--- src/rtl/i2c_pkg.sv ---
// Shared types and constants for the I2C transaction arbiter.
package i2c_pkg;

  localparam int I2C_ADDR_W          = 7;
  localparam int I2C_DATA_W          = 8;
  localparam int DEFAULT_TIMEOUT_CYC = 4096;

  // One transaction in flight: pick a requester, start the engine,
  // wait for completion or timeout, hand the response back.
  typedef enum logic [1:0] {
    IDLE  = 2'd0,
    ISSUE = 2'd1,
    WAIT  = 2'd2,
    RESP  = 2'd3
  } state_e;

endpackage

--- src/rtl/rr_arbiter.sv ---
// Combinational round-robin pick: first requester at or after ptr_i.
module rr_arbiter #(
  parameter int NREQ  = 4,
  parameter int IDX_W = $clog2(NREQ)
) (
  input  logic [NREQ-1:0]  req_i,
  input  logic [IDX_W-1:0] ptr_i,
  output logic [NREQ-1:0]  gnt_o,
  output logic [IDX_W-1:0] idx_o,
  output logic             any_o
);

  // Scan from the farthest offset back to ptr_i so the closest
  // requesting index is the last one written and therefore wins.
  always_comb begin
    int                 j;
    logic [IDX_W-1:0]   j_idx;
    gnt_o = '0;
    idx_o = '0;
    any_o = |req_i;
    for (int k = NREQ - 1; k >= 0; k--) begin
      j     = (int'(ptr_i) + k) % NREQ;
      j_idx = IDX_W'(j);
      if (req_i[j_idx]) begin
        idx_o = j_idx;
      end
    end
    if (any_o) begin
      gnt_o[idx_o] = 1'b1;
    end
  end

endmodule

--- src/rtl/i2c_txn_arbiter.sv ---
// Shares one byte-level I2C master between NREQ requesters with
// round-robin arbitration, a completion watchdog and error counting.
module i2c_txn_arbiter
  import i2c_pkg::*;
#(
  parameter int NREQ        = 4,
  parameter int TIMEOUT_CYC = DEFAULT_TIMEOUT_CYC,
  parameter int ERRCNT_W    = 8
) (
  input  logic                       clk,
  input  logic                       rst,
  input  logic [NREQ-1:0]            req,
  input  logic [NREQ-1:0]            req_rw,
  input  logic [I2C_ADDR_W*NREQ-1:0] req_addr,
  input  logic [I2C_DATA_W*NREQ-1:0] req_wdata,
  output logic [NREQ-1:0]            gnt,
  output logic [NREQ-1:0]            done,
  output logic [I2C_DATA_W-1:0]      rsp_rdata,
  output logic                       rsp_nack,
  output logic                       rsp_timeout,
  output logic                       m_start,
  output logic                       m_rw,
  output logic [I2C_ADDR_W-1:0]      m_addr,
  output logic [I2C_DATA_W-1:0]      m_wdata,
  output logic                       m_abort,
  input  logic                       m_busy,
  input  logic                       m_done,
  input  logic [I2C_DATA_W-1:0]      m_rdata,
  input  logic                       m_nack,
  output logic [ERRCNT_W-1:0]        err_count
);

  localparam int IDX_W = $clog2(NREQ);
  localparam int TMR_W = $clog2(TIMEOUT_CYC) + 1;

  state_e                 state_q, state_d;
  logic [IDX_W-1:0]       ptr_q, ptr_d;
  logic [IDX_W-1:0]       idx_q, idx_d;
  logic [NREQ-1:0]        gnt_q, gnt_d;
  logic                   rw_q, rw_d;
  logic [I2C_ADDR_W-1:0]  addr_q, addr_d;
  logic [I2C_DATA_W-1:0]  wdata_q, wdata_d;
  logic [TMR_W-1:0]       timer_q, timer_d;
  logic [I2C_DATA_W-1:0]  rdata_q, rdata_d;
  logic                   nack_q, nack_d;
  logic                   timeout_q, timeout_d;
  logic [ERRCNT_W-1:0]    err_q, err_d;
  logic                   abort_c;
  logic                   err_inc;

  logic [NREQ-1:0]        arb_gnt;
  logic [IDX_W-1:0]       arb_idx;
  logic                   arb_any;

  logic [I2C_ADDR_W-1:0]  addr_arr  [NREQ];
  logic [I2C_DATA_W-1:0]  wdata_arr [NREQ];

  for (genvar gi = 0; gi < NREQ; gi++) begin : g_unpack
    assign addr_arr[gi]  = req_addr[gi*I2C_ADDR_W +: I2C_ADDR_W];
    assign wdata_arr[gi] = req_wdata[gi*I2C_DATA_W +: I2C_DATA_W];
  end

  rr_arbiter #(
    .NREQ  (NREQ),
    .IDX_W (IDX_W)
  ) u_rr (
    .req_i (req),
    .ptr_i (ptr_q),
    .gnt_o (arb_gnt),
    .idx_o (arb_idx),
    .any_o (arb_any)
  );

  // Next-state, latch, watchdog and response capture logic.
  always_comb begin
    state_d   = state_q;
    ptr_d     = ptr_q;
    idx_d     = idx_q;
    gnt_d     = gnt_q;
    rw_d      = rw_q;
    addr_d    = addr_q;
    wdata_d   = wdata_q;
    timer_d   = timer_q;
    rdata_d   = rdata_q;
    nack_d    = nack_q;
    timeout_d = timeout_q;
    abort_c   = 1'b0;
    err_inc   = 1'b0;
    case (state_q)
      IDLE: begin
        if (arb_any && !m_busy) begin
          gnt_d   = arb_gnt;
          idx_d   = arb_idx;
          rw_d    = req_rw[arb_idx];
          addr_d  = addr_arr[arb_idx];
          wdata_d = wdata_arr[arb_idx];
          state_d = ISSUE;
        end
      end
      ISSUE: begin
        timer_d = '0;
        state_d = WAIT;
      end
      WAIT: begin
        timer_d = timer_q + 1'b1;
        // A completion in the final watchdog cycle still counts as a completion.
        if (m_done) begin
          rdata_d   = m_rdata;
          nack_d    = m_nack;
          timeout_d = 1'b0;
          err_inc   = m_nack;
          state_d   = RESP;
        end else if (timer_q == TMR_W'(TIMEOUT_CYC - 1)) begin
          abort_c   = 1'b1;
          rdata_d   = '0;
          nack_d    = 1'b0;
          timeout_d = 1'b1;
          err_inc   = 1'b1;
          state_d   = RESP;
        end
      end
      RESP: begin
        gnt_d   = '0;
        ptr_d   = (idx_q == IDX_W'(NREQ - 1)) ? '0 : idx_q + 1'b1;
        state_d = IDLE;
      end
      default: state_d = IDLE;
    endcase
    err_d = (err_inc && (err_q != '1)) ? err_q + 1'b1 : err_q;
  end

  // State and datapath registers; the engine shares this reset.
  always_ff @(posedge clk or posedge rst) begin
    if (rst) begin
      state_q   <= IDLE;
      ptr_q     <= '0;
      idx_q     <= '0;
      gnt_q     <= '0;
      rw_q      <= 1'b0;
      addr_q    <= '0;
      wdata_q   <= '0;
      timer_q   <= '0;
      rdata_q   <= '0;
      nack_q    <= 1'b0;
      timeout_q <= 1'b0;
      err_q     <= '0;
    end else begin
      state_q   <= state_d;
      ptr_q     <= ptr_d;
      idx_q     <= idx_d;
      gnt_q     <= gnt_d;
      rw_q      <= rw_d;
      addr_q    <= addr_d;
      wdata_q   <= wdata_d;
      timer_q   <= timer_d;
      rdata_q   <= rdata_d;
      nack_q    <= nack_d;
      timeout_q <= timeout_d;
      err_q     <= err_d;
    end
  end

  assign gnt         = gnt_q;
  assign done        = (state_q == RESP) ? gnt_q : '0;
  assign rsp_rdata   = rdata_q;
  assign rsp_nack    = nack_q;
  assign rsp_timeout = timeout_q;
  assign m_start     = (state_q == ISSUE);
  assign m_abort     = abort_c;
  assign m_rw        = rw_q;
  assign m_addr      = addr_q;
  assign m_wdata     = wdata_q;
  assign err_count   = err_q;

endmodule

--- config.mk ---
export PLATFORM = sky130hd
export DESIGN_NAME = i2c_txn_arbiter
export DESIGN_NICKNAME = d
export VERILOG_FILES = /design/src/rtl/i2c_pkg.sv /design/src/rtl/rr_arbiter.sv /design/src/rtl/i2c_txn_arbiter.sv
export SDC_FILE = /design/constraint.sdc
export NUM_CORES = 1
export LEC_CHECK = 0
export BUFFER_PORTS_ARGS = -buffer_cell sky130_fd_sc_hd__buf_4
export CAP_MARGIN = 0
export CORE_AREA = 3 3 89 91
export CTS_BUF_LIST = sky130_fd_sc_hd__clkbuf_4 sky130_fd_sc_hd__clkbuf_8
export DETAILED_ROUTE_END_ITERATION = 10
export DIE_AREA = 0 0 92 94
export GPL_ROUTABILITY_DRIVEN = 0
export HOLD_SLACK_MARGIN = 0.15
export PLACE_DENSITY = 0.88
export SLEW_MARGIN = 20
export SYNTH_ARGS = -nofsm -noshare
export SYNTH_HDL_FRONTEND = slang
export SYNTH_SLANG_ARGS = --single-unit
--- constraint.sdc ---
create_clock -name clk -period 1.95 [get_ports clk]
set_clock_uncertainty 0.05 [all_clocks]
set_input_delay 0.195 -clock clk [delete_from_list [all_inputs] [get_ports clk]]
set_output_delay 0.195 -clock clk [all_outputs]
set_load 0.01 [all_outputs]
==> metrics.md, run 1 <==
| Metric | Value |
|---|---|
| CTS H-tree depth | `3` |
| Max Fclk | `487 MHz` |
| Worst hold slack | `0.166 ns` |
| Synth Register Bits | `57` |
| Clock sinks | `57` |
| Post-synth ARST share | `100%` |
| Congestion Overflow GR | `0` |
| Area Overhead vs Synth | `49.4%` |
| Ant. Diodes | `0` |
| Routed length per instance | `17.7 microns` |
| Crit path max fanout | `5` |
| PortBufs | `124` |
| Initial DRC count | `113` |
| Vias | `3261` |
| Syn_nets | `414` |
| Busiest grt layer | `met2` |
| DRC viols | `0` |
| Area contributors post-synth | `dfrtp_1, mux2i_1, a211oi_1, a22o_1, nand2_1` |
| CP Launch Point | `timer_q[0]` |
| VDD IR max | `0.637 mV` |
| Post-DP HPWL | `7.10 mm` |
| GRT met3 Usage | `6.25%` |
| Power per standard cell area | `1270 mW/mm^2` |
| Io pins | `125` |
| Cell Area, Synth | `0.00329 sq mm` |
| Worst Tran Pin Value | `0.638 ns` |
| Synth area leader | `dfrtp_1` |
| Antenna Nets Post-Route | `0` |
| Crit start category | `flop` |
| Full die area | `0.00865 sq mm` |
| Failing checks | `negative setup slack` |
| Largest net degree at the start of global routing | `32` |
| Tot GR Track Use | `23.7%` |
| Die height | `94 microns` |
| CP cell instances | `ha_4 -> nand3_4 -> or4_4 -> nor4_2 -> buf_4` |
| Clk buf depth | `2` |
| Total length of routed wires | `10.4 mm` |
| Met2 Use GR | `41.4%` |
| Main flop type after synthesis | `dfrtp_1` |
| Worst R2R Start | `timer_q[12]` |
| DRT Pass-1 Iters | `4` |
| Placed Cells | `549` |
| Fraction of layout cells with a size suffix above 1 | `40.6%` |
| Yosys top cell area share | `43.4%` |
| Fin worst setup slack | `-0.105 ns` |
| Slowest cell on crit path | `or4_4` |
| Final hold vios | `0` |
| Root buf cell | `clkbuf_8` |
| Max cap viols | `0` |
| Vias in the first global route | `3274` |
| Minimum clock period | `2.06 ns` |
| Final Cell Area | `0.00491 sq mm` |
| Worst rel slew slack | `57.4%` |
| Leak | `2.37 nW` |
| RSZ-0062 raised after global routing | `true` |
| Min-Delay Startpoint | `req_wdata[21]` |
| Warnings, synthesis | `0` |
| Initial Util | `45.6%` |
| Arrival time at the worst endpoint | `1.81 ns` |
| Number of antenna violations at the first check in global routing | `0` |
| Nets | `572` |
| Reg clk slew, reported paths | `0.07 ns` |
| CTS Buf Count | `9` |
| Worst Path Class, Setup | `reg -> out` |
| Core area | `0.00721 sq mm` |
| Tcrit/Tclk final | `105%` |
| Final Total Pwr | `6.22 mW` |
| Seq/Total Area, Yosys | `43.4%` |
| M1 GR Usage | `28.5%` |
| CP peak stage delay | `0.47 ns` |
| Run status | `complete, but fails checks` |
| Max Slew Vio Count | `0` |
| Gate Count Post-Synth | `325` |
| DR vias/cell | `5.56` |
| Data required time at the worst endpoint | `1.70 ns` |
| Rows | `31` |
| Latest clock arrival within the worst-skew pair | `0.33 ns` |
| Critical path endpoint category | `output pin` |
| Dpl cell area | `0.00440 sq mm` |
| Final-report setup violation count | `1` |
| Mapped Avg Cell Area | `10.1 sq um` |
| First-pass GRT wire length | `16.2 mm` |
| Cell variety after synth | `52` |
| Hold Crit Class | `in -> reg` |
| Fin cells | `587` |
| Post-synth EDFFs | `0` |
| Post-layout util | `68.1%` |
| Chip width | `92 microns` |
| CTS tree | `yes` |
## where the power goes
| group | total (mW) | internal (mW) | switching [mW] |
|---|---|---|---|
| sequential | 1.93 | 1.60 | 0.328 |
| combinational | 3.05 | 1.47 | 1.57 |
| clock | 1.25 | 0.780 | 0.473 |
## registers in the layout, indices dropped and copies added, names as in the netlist
name / cells
state_q: 2
m_wdata: 8
rsp_timeout: 1
rsp_rdata: 8
m_addr: 7
timer_q: 13
m_rw: 1
err_count: 8
idx_q: 2
gnt: 4
rsp_nack: 1
ptr_q: 2
## through the flow
| step | worst slack (ns) | setup TNS (ns) |
|---|---|---|
| after floorplan | 0.0546 | 0 |
| after global placement | 0.0853 | 0 |
| after detailed placement | 0.000926 | 0 |
| after CTS | -0.114 | -0.114 |
| after global routing | -0.176 | -0.179 |
| final | -0.105 | -0.105 |
## cells in the final DEF, fill, tap and decap left out, drive strengths merged, types with 2 or more instances in the layout
| master | instances |
|---|---|
| a211oi | 24 |
| a21bo | 6 |
| a21o | 3 |
| a21oi | 4 |
| a22o | 14 |
| and2 | 6 |
| and3 | 6 |
| and4 | 12 |
| buf | 145 |
| clkbuf | 15 |
| dfrtp | 57 |
| dlygate4sd3 | 18 |
| ha | 8 |
| inv | 10 |
| mux2 | 3 |
| mux2i | 18 |
| nand2 | 30 |
| nand3 | 12 |
| nand4 | 7 |
| nor2 | 24 |
| nor2b | 3 |
| nor3 | 7 |
| nor3b | 2 |
| nor4 | 4 |
| o211ai | 4 |
| o21ai | 17 |
| o31ai | 9 |
| or2 | 2 |
| or4 | 2 |
| xor2 | 7 |
## worst max-delay path, delay by kind of cell, from the launching register on
| kind | cells | cell delay [ns] |
|---|---|---|
| buf+inv | 1 | 0.16 |
| fa+ha+maj | 1 | 0.18 |
| flops | 1 | 0.40 |
| simple gates | 3 | 0.74 |
## cell type report
cell class	instances	area, sq um
fill	540	2300
multi-input combinational	242	1800
clock inverter	1	30.0
timing repair buffer	163	1290
sequential	57	1430
clock buffer	15	200
inverter	10	37.5
tap	99	124
## path summary, 6_finish.rpt
| check | cells after the start | slack (ns) | end |
|---|---|---|---|
| setup / recovery | 5 | -0.11 | m_abort |
| setup reg to reg | 5 | 0.07 | err_count[1] |
| hold / removal | 3 | 0.17 | m_wdata[5] |
| max in group asynchronous | 4 | 0.79 | timer_q[2] |
| min in group asynchronous | 3 | 0.46 | m_wdata[5] |
| hold reg to reg | 2 | 0.45 | idx_q[1] |
## what timing repair did
action / 4_1_cts / 5_1_grt
hold buffers: 18 / 0
setup endpoints to repair: 2 / 17
gates resized for setup: 5 / 8
cloned: 0 / 1
pin swaps: 1 / 3
buffers inserted: 2 / 1
hold endpoints to repair: 39 / 0
## routing by layer
metal | vias up | part of all wire [%]
met5 | - | 0
met4 | 0 | 1.8
met3 | 16 | 8.6
met2 | 153 | 51
met1 | 1563 | 38
li1 | 1529 | -
## Yosys cell counts (8+ instances only)
master / count
o21ai_0: 14
inv_1: 10
nand2_1: 29
ha_1: 8
o31ai_1: 9
mux2i_1: 17
dfrtp_1: 57
nand3_1: 8
a211oi_1: 18
and4_1: 12
nor2_1: 24
a22o_1: 14
clkbuf_1: 10
## logic make-up (layout without fill, tap and decap cells)
group	Yosys count	count (layout)	synth area share, %
simple gates	118	119	20.4
xor+xnor	7	7	1.86
buf+inv	27	189	4.26
fa+ha+maj	8	8	3.04
mux	21	21	6.62
compound gates	87	87	20.4
flops	57	57	43.4
(Power assumes the default switching activity.)
==> run 2: changes to the inputs <==
CORE_AREA = 3 3 85 87   (was 3 3 89 91)
DIE_AREA = 0 0 88 90   (was 0 0 92 94)
PLACE_DENSITY = 0.92   (was 0.88)
TNS_END_PERCENT = 5   (was not set)
clock period = 1.9 ns   (was 1.95 ns; I/O delays follow)
==> metrics.md, run 2 (synthesis gave the netlist of run 1 again) <==
| Metric | Value |
|---|---|
| Reg clk slew, reported paths | `0.06 ns (about the same)` |
| Final Cell Area | `0.00492 sq mm (+0.18%)` |
| Min-Delay Startpoint | `req_wdata[15]` |
| Die height | `90 microns (-4.3%)` |
| Congestion Overflow GR | `0 (unchanged)` |
| Critical path endpoint category | `output pin` |
| Tot GR Track Use | `25.8% (+2.1 points)` |
| Root buf cell | `clkbuf_8` |
| Chip width | `88 microns (-4.3%)` |
| Reg area | `0.00143 sq mm (unchanged)` |
| Filler instances | `464 (-14%)` |
| Leak | `2.38 nW (+0.68%)` |
| Rows | `29 (-6.5%)` |
| Final-report setup violation count | `1 (unchanged)` |
| Antenna Nets Post-Route | `0 (unchanged)` |
| Total length of routed wires | `10.4 mm (+0.21%)` |
| Slowest cell on crit path | `or4_4` |
| Area Overhead vs Synth | `49.7%` |
| Worst rel slew slack | `62.6% (+5.2 points)` |
| Internal power | `4.14 mW (+7.6%)` |
| Crit start category | `flop` |
| Largest net degree at the start of global routing | `28 (-13%)` |
| Worst Tran Pin Value | `0.561 ns (-0.0772 ns)` |
| Minimum clock period | `1.99 ns` |
| Max Slew Vio Count | `0 (unchanged)` |
| CP peak stage delay | `0.45 ns (-0.02 ns)` |
| Data required time at the worst endpoint | `1.66 ns (-0.04 ns)` |
| Fin worst setup slack | `-0.0895 ns (+0.0160 ns)` |
| Number of antenna violations at the first check in global routing | `0 (unchanged)` |
| Vias | `3357 (+2.9%)` |
| Register with the most flip-flops | `timer_q` |
| Vias in the first global route | `3385 (+3.4%)` |
| Max cap viols | `0 (unchanged)` |
| CTS H-tree depth | `3 (unchanged)` |
| Worst Path Class, Setup | `reg -> out` |
| Logic pwr share | `47.6% (-1.3 points)` |
| Initial DRC count | `190 (+68%)` |
| DRT Pass-1 Iters | `4 (unchanged)` |
| Multi-input gate area | `0.00180 sq mm (-0.14%)` |
| Terminus of the critical flop-to-flop path | `err_count[1]` |
| CP cell instances | `ha_4 -> nand3_4 -> or4_4 -> nor4_2 -> buf_4` |
| Power per standard cell area | `1340 mW/mm^2 (+5.6%)` |
| Clock sinks | `57 (unchanged)` |
| Clock power share | `22.4% (+2.3 points)` |
| Final Total Pwr | `6.58 mW (+5.8%)` |
| Final hold vios | `0 (unchanged)` |
| Full die area | `0.00792 sq mm (-8.4%)` |
| Net Sw Power | `2.44 mW (+2.8%)` |
| Clk buf depth | `2 (unchanged)` |
| Sw frac | `37.0% (-1.1 points)` |
| Failing checks | `negative setup slack` |
| Arrival time at the worst endpoint | `1.75 ns (-0.06 ns)` |
| Routed length per instance | `18.4 microns (+4.1%)` |
| Hold Crit Class | `in -> reg` |
| First-pass GRT wire length | `16.2 mm (about the same)` |
| Nets | `572 (unchanged)` |
| Run status | `complete, but fails checks` |
| Worst r2r path cells | `6 (+1)` |
| Core area | `0.00642 sq mm (-11%)` |
| Buf/Inv on CP | `1 (unchanged)` |
| Most frequent cells in the layout | `buf_4, dfrtp_1, nand2_1, nor2_1, mux2i_1` |
| Max reg flops | `13 (unchanged)` |
| Seq pwr share | `30.0% (-0.9 points)` |
| Worst R2R Start | `timer_q[0]` |
| WHS Path Cells | `3 (unchanged)` |
| Fraction of layout cells with a size suffix above 1 | `41.8% (+1.2 points)` |
| RSZ-0062 raised after global routing | `true` |
| CP Launch Point | `timer_q[0]` |
| Io pins | `125 (unchanged)` |
| Crit path max fanout | `5 (unchanged)` |
| DRC viols | `0 (unchanged)` |
| DR vias/cell | `5.94 (+7.0%)` |
| CTS tree | `yes` |
| VDD IR max | `0.892 mV (+40%)` |
| R2R Setup Slk | `0.01 ns (-0.06 ns)` |
| Dpl cell area | `0.00438 sq mm (-0.45%)` |
| Ant. Diodes | `0 (unchanged)` |
| Latest clock arrival within the worst-skew pair | `0.33 ns (about the same)` |
| Max Fclk | `503 MHz` |
| Post-DP HPWL | `7.31 mm (+3.0%)` |
| Initial Util | `51.2% (+5.6 points)` |
| Hold EP | `m_wdata[7]` |
| Commonest non-fill, non-tap cell in the layout | `buf_4` |
| PortBufs | `124 (unchanged)` |
| CTS Buf Count | `9 (unchanged)` |
| Tcrit/Tclk final | `105%` |
| Largest delay contributor family on the critical path | `simple AND/OR/NAND/NOR gates` |
-- run 2: cell count changes in the layout (fill, tap and decap cells not counted), sizes merged --
cell and change:
buf +3, bufinv +2, clkbuf -3, clkinvlp +1
dlygate4sd3 -2, nand3 -1
-- run 2: how the worst max path moves through the flow --
stage / to / depth (start not counted)
final: m_abort / 5
after global routing: m_abort / 5
after CTS: m_abort / 5
after detailed placement: err_count[1] / 6
after global placement: m_abort / 5
after floorplan: err_count[1] / 6
-- run 2: repair_timing --
| item | CTS | global route |
|---|---|---|
| pin swaps | 1 | 2 |
| hold buffers | 16 | 0 |
| endpoints found under the hold margin | 37 | 0 |
| setup buffers | 4 | 1 |
| gates resized for setup | 6 | 11 |
| endpoints found under the setup margin | 7 | 30 |
-- run 2: worst register-to-register path: cells and delay by family, from the launching register on --
| family | cells | cell delay (ns) |
|---|---|---|
| adder cells (fa/ha/maj) | 1 | 0.17 |
| flip-flops | 1 | 0.39 |
| multiplexers | 2 | 0.54 |
| AND/OR/NAND/NOR | 3 | 0.63 |
-- run 2: layout make-up --
class | instances | share of cell area [%]
clock buffer | 12 | 3.36
clock inverter | 4 | 1.98
inverter | 10 | 0.763
multi-input combinational | 241 | 36.5
sequential | 57 | 29.0
tap | 77 | 1.96
timing repair buffer | 164 | 26.4
-- run 2: through the flow --
step / setup slack (ns) / setup TNS (ns) / cells / hold WS, ns / utilization, %
2_1_floorplan: 0.00465 / 0 / 325 / 0.280 / -
3_3_place_gp: 0.0269 / 0 / 528 / 0.231 / 68.2
3_5_place_dp: -0.0654 / -0.0720 / 528 / 0.237 / 68.2
4_1_cts: -0.113 / -0.115 / 564 / 0.150 / 75.8
5_1_grt: -0.191 / -0.396 / 565 / 0.160 / 76.6
6_report: -0.0895 / -0.0895 / 565 / 0.157 / 76.6
-- run 2: power groups by stage --
| stage | clock network [mW] | logic (mW) | registers (mW) |
|---|---|---|---|
| floorplan | 0 | 1.60 | 2.07 |
| global placement | 0 | 2.87 | 1.95 |
| detailed placement | 0 | 2.98 | 1.98 |
| CTS | 1.49 | 3.07 | 1.97 |
| global route | 1.56 | 3.42 | 2.02 |
| finish | 1.48 | 3.13 | 1.97 |
-- run 2: layer usage --
metal  share of wire [%]  global-route usage (%)
met1                  39                    31.7
met2                  50                    44.0
met3                 8.3                    4.39
met4                 2.8                    10.7
met5                   0                       0
==> run 3: changes to the inputs <==
ABC_AREA = 1   (was not set)
CORE_AREA = 3 3 87 89   (was 3 3 85 87)
DIE_AREA = 0 0 90 92   (was 0 0 88 90)
==> metrics.md, run 3 <==
| Metric | Value |
|---|---|
| Run status | `complete, but fails checks` |
| Failing checks | `negative setup slack` |
| Max Slew Vio Count | `0 (unchanged)` |
| Clock sinks | `57 (unchanged)` |
| Nets | `770 (+35%)` |
| Full die area | `0.00828 sq mm (+4.5%)` |
| Ant. Diodes | `0 (unchanged)` |
| Initial DRC count | `294 (+55%)` |
| Syn_nets | `601 (+45%)` |
| First-pass GRT wire length | `17.8 mm (+10%)` |
| Most Frequent Cell on Critical Path | `nand2_1` |
| Area Overhead vs Synth | `55.3%` |
| Chip width | `90 microns (+2.3%)` |
| Vias in the first global route | `3899 (+15%)` |
| CP peak stage delay | `0.48 ns (+0.03 ns)` |
| CTS tree | `yes` |
| Tcrit/Tclk final | `108% (+2.9 points)` |
| Final Total Pwr | `9.01 mW (+37%)` |
| CTS H-tree depth | `3 (unchanged)` |
| VDD IR max | `0.951 mV (+6.6%)` |
| Minimum clock period | `2.05 ns (+0.0557 ns)` |
| Initial Util | `51.7% (+0.47 points)` |
| Routed length per instance | `15.7 microns (-15%)` |
| Rows | `30 (+3.4%)` |
| Worst Tran Pin Value | `0.513 ns (-0.0472 ns)` |
| Max cap viols | `0 (unchanged)` |
| Die height | `92 microns (+2.2%)` |
| Register with the most flip-flops | `timer_q` |
| DRT Pass-1 Iters | `6 (+2)` |
| Setup_tns | `-1.01 ns (-0.923 ns)` |
| Root buf cell | `clkbuf_8` |
| Most instantiated library cell after synthesis | `nand2_1` |
| Max Fclk | `489 MHz (-2.7%)` |
| Post-layout util | `80.2% (+3.6 points)` |
| DRC viols | `0 (unchanged)` |
| Post-DP HPWL | `7.53 mm (+3.0%)` |
| Final hold vios | `0 (unchanged)` |
| PortBufs | `124 (unchanged)` |
| Total length of routed wires | `12.2 mm (+18%)` |
| Core area | `0.00683 sq mm (+6.4%)` |
| Seq/Total Area, Yosys | `40.4% (-3.0 points)` |
| Main flop type after synthesis | `dfrtp_1` |
| Mapped Avg Cell Area | `6.89 sq um (-32%)` |
| Slowest cell on crit path | `dfrtp_2` |
| Most frequent cells in the layout | `nand2_1, buf_4, inv_1, nand3_1, dfrtp_1` |
| CP cell instances | `buf_6 -> nand2_1 -> nand2_1 -> nand2_2 -> nand3_4 -> nand2_4 -> nand2_8 -> buf_6 -> clkbuf_16 -> nand3_1 -> nand2_1 -> nand2_1 -> nand2_1 -> nand2_1 -> nand2_1` |
| Fin worst setup slack | `-0.145 ns (-0.0557 ns)` |
| Warnings, synthesis | `0 (unchanged)` |
| Post-synth ARST share | `100% (unchanged)` |
| Hold Crit Class | `in -> reg` |
| Worst rel slew slack | `65.7% (+3.2 points)` |
| Fin cells | `782 (+38%)` |
| Leak | `3.10 nW (+30%)` |
| Cell variety after synth | `31 (-40%)` |
| DR vias/cell | `5.35 (-10%)` |
| Latest clock arrival within the worst-skew pair | `0.35 ns (+0.02 ns)` |
| Congestion Overflow GR | `0 (unchanged)` |
| Fraction of layout cells with a size suffix above 1 | `32.8% (-9.0 points)` |
| Reg clk slew, reported paths | `0.06 ns (about the same)` |
| Area contributors post-synth | `dfrtp_1, nand2_1, nand3_1, inv_1, ha_1` |
| Clk buf depth | `2 (unchanged)` |
| Data required time at the worst endpoint | `2.07 ns (+0.41 ns)` |
| Yosys top cell area share | `40.4% (-3.0 points)` |
| Placed Cells | `733 (+39%)` |
| Critical path endpoint category | `flop` |
| Synth area leader | `dfrtp_1` |
| Tot GR Track Use | `25.9% (+0.050 points)` |
| Number of antenna violations at the first check in global routing | `0 (unchanged)` |
| RSZ-0062 raised after global routing | `true` |
| Crit path max fanout | `16 (+11)` |
| Final-report setup violation count | `22 (+21)` |
| Cell Area, Synth | `0.00353 sq mm (+7.3%)` |
| CTS Buf Count | `9 (unchanged)` |
| Power per standard cell area | `1640 mW/mm^2 (+23%)` |
| Post-synth EDFFs | `0 (unchanged)` |
| Most frequent cells after synthesis | `nand2_1, nand3_1, inv_1` |
| Vias | `4181 (+25%)` |
| Arrival time at the worst endpoint | `2.22 ns (+0.47 ns)` |
| Worst Path Class, Setup | `reg -> reg` |
| Commonest non-fill, non-tap cell in the layout | `nand2_1` |
| Antenna Nets Post-Route | `0 (unchanged)` |
| Synth Register Bits | `57 (unchanged)` |
| Crit start category | `flop` |
| Max reg flops | `13 (unchanged)` |
| Largest net degree at the start of global routing | `40 (+43%)` |
| Gate Count Post-Synth | `512 (+58%)` |
| Io pins | `125 (unchanged)` |
-- run 3: cell types whose count changed in the layout (fill, tap and decap cells not counted), sizes merged, moves of 12 or more --
cell / previous run / this run
and4: 12 / 0
inv: 10 / 73
mux2i: 18 / 0
a211oi: 24 / 0
a22o: 14 / 0
nand3: 11 / 82
nand2: 30 / 207
-- run 3: path summary, 6_finish.rpt --
kind / from / endpoint / slack, ns / cells past startpoint
max: ptr_q[0] / m_addr[4] / -0.15 / 15
min: req_addr[27] / m_addr[6] / 0.18 / 7
max reg2reg: ptr_q[0] / m_addr[4] / -0.15 / 15
min reg2reg: timer_q[12] / timer_q[12] / 0.43 / 1
max in group asynchronous: rst / ptr_q[0] / 0.86 / 4
min in group asynchronous: rst / rsp_rdata[4] / 0.37 / 3
-- run 3: through the flow --
stage	hold slack (ns)	cell area, sq um	worst slack [ns]
2_1_floorplan	0.288	3530	0.0639
3_5_place_dp	0.165	4680	-0.0810
5_1_grt	0.223	5480	-0.252
4_1_cts	0.172	5160	-0.135
3_3_place_gp	0.159	4680	0.0377
6_report	0.181	5480	-0.145
-- run 3: kinds of logic after synthesis --
logic type	share of synthesized area (%)
AO/OA/AOI/OAI	5.39
XOR/XNOR	1.74
adder cells (fa/ha/maj)	2.84
buffers and inverters	11.1
flip-flops	40.4
AND/OR/NAND/NOR	38.5
-- run 3: timing repair --
item                                    CTS  global route
gates cloned                              0             3
endpoints found under the setup margin   21            42
hold endpoints to repair                 27             0
buffers inserted                          4             8
gates resized for setup                   7            43
pin swaps                                 3            15
hold buffers                             18             0
-- run 3: power by group --
group	internal [mW]	switching [mW]	total, mW
logic	2.47	3.14	5.61
clock network	0.920	0.512	1.43
registers	1.62	0.346	1.96
-- run 3: area by class of cell --
cell class,count,area (sq um)
multi-input combinational,363,1900
timing repair buffer,177,1510
sequential,57,1430
fill,406,1350
inverter,73,274
clock buffer,11,145
tap,96,120
clock inverter,5,103
-- run 3: critical path, delay by kind of cell, from the launching register on --
family                 cells  cell delay, ns
buffers and inverters      3            0.45
AND/OR/NAND/NOR           12            0.95
flip-flops                 1            0.48
-- run 3: per-layer routing --
layer  track usage, %  part of all wire (%)  routed length, microns
met1             28.9                    36                    4370
met2             47.4                    52                    6350
met3             8.53                   9.3                    1140
met4             6.51                   3.1                     379
met5                0                     0                       0
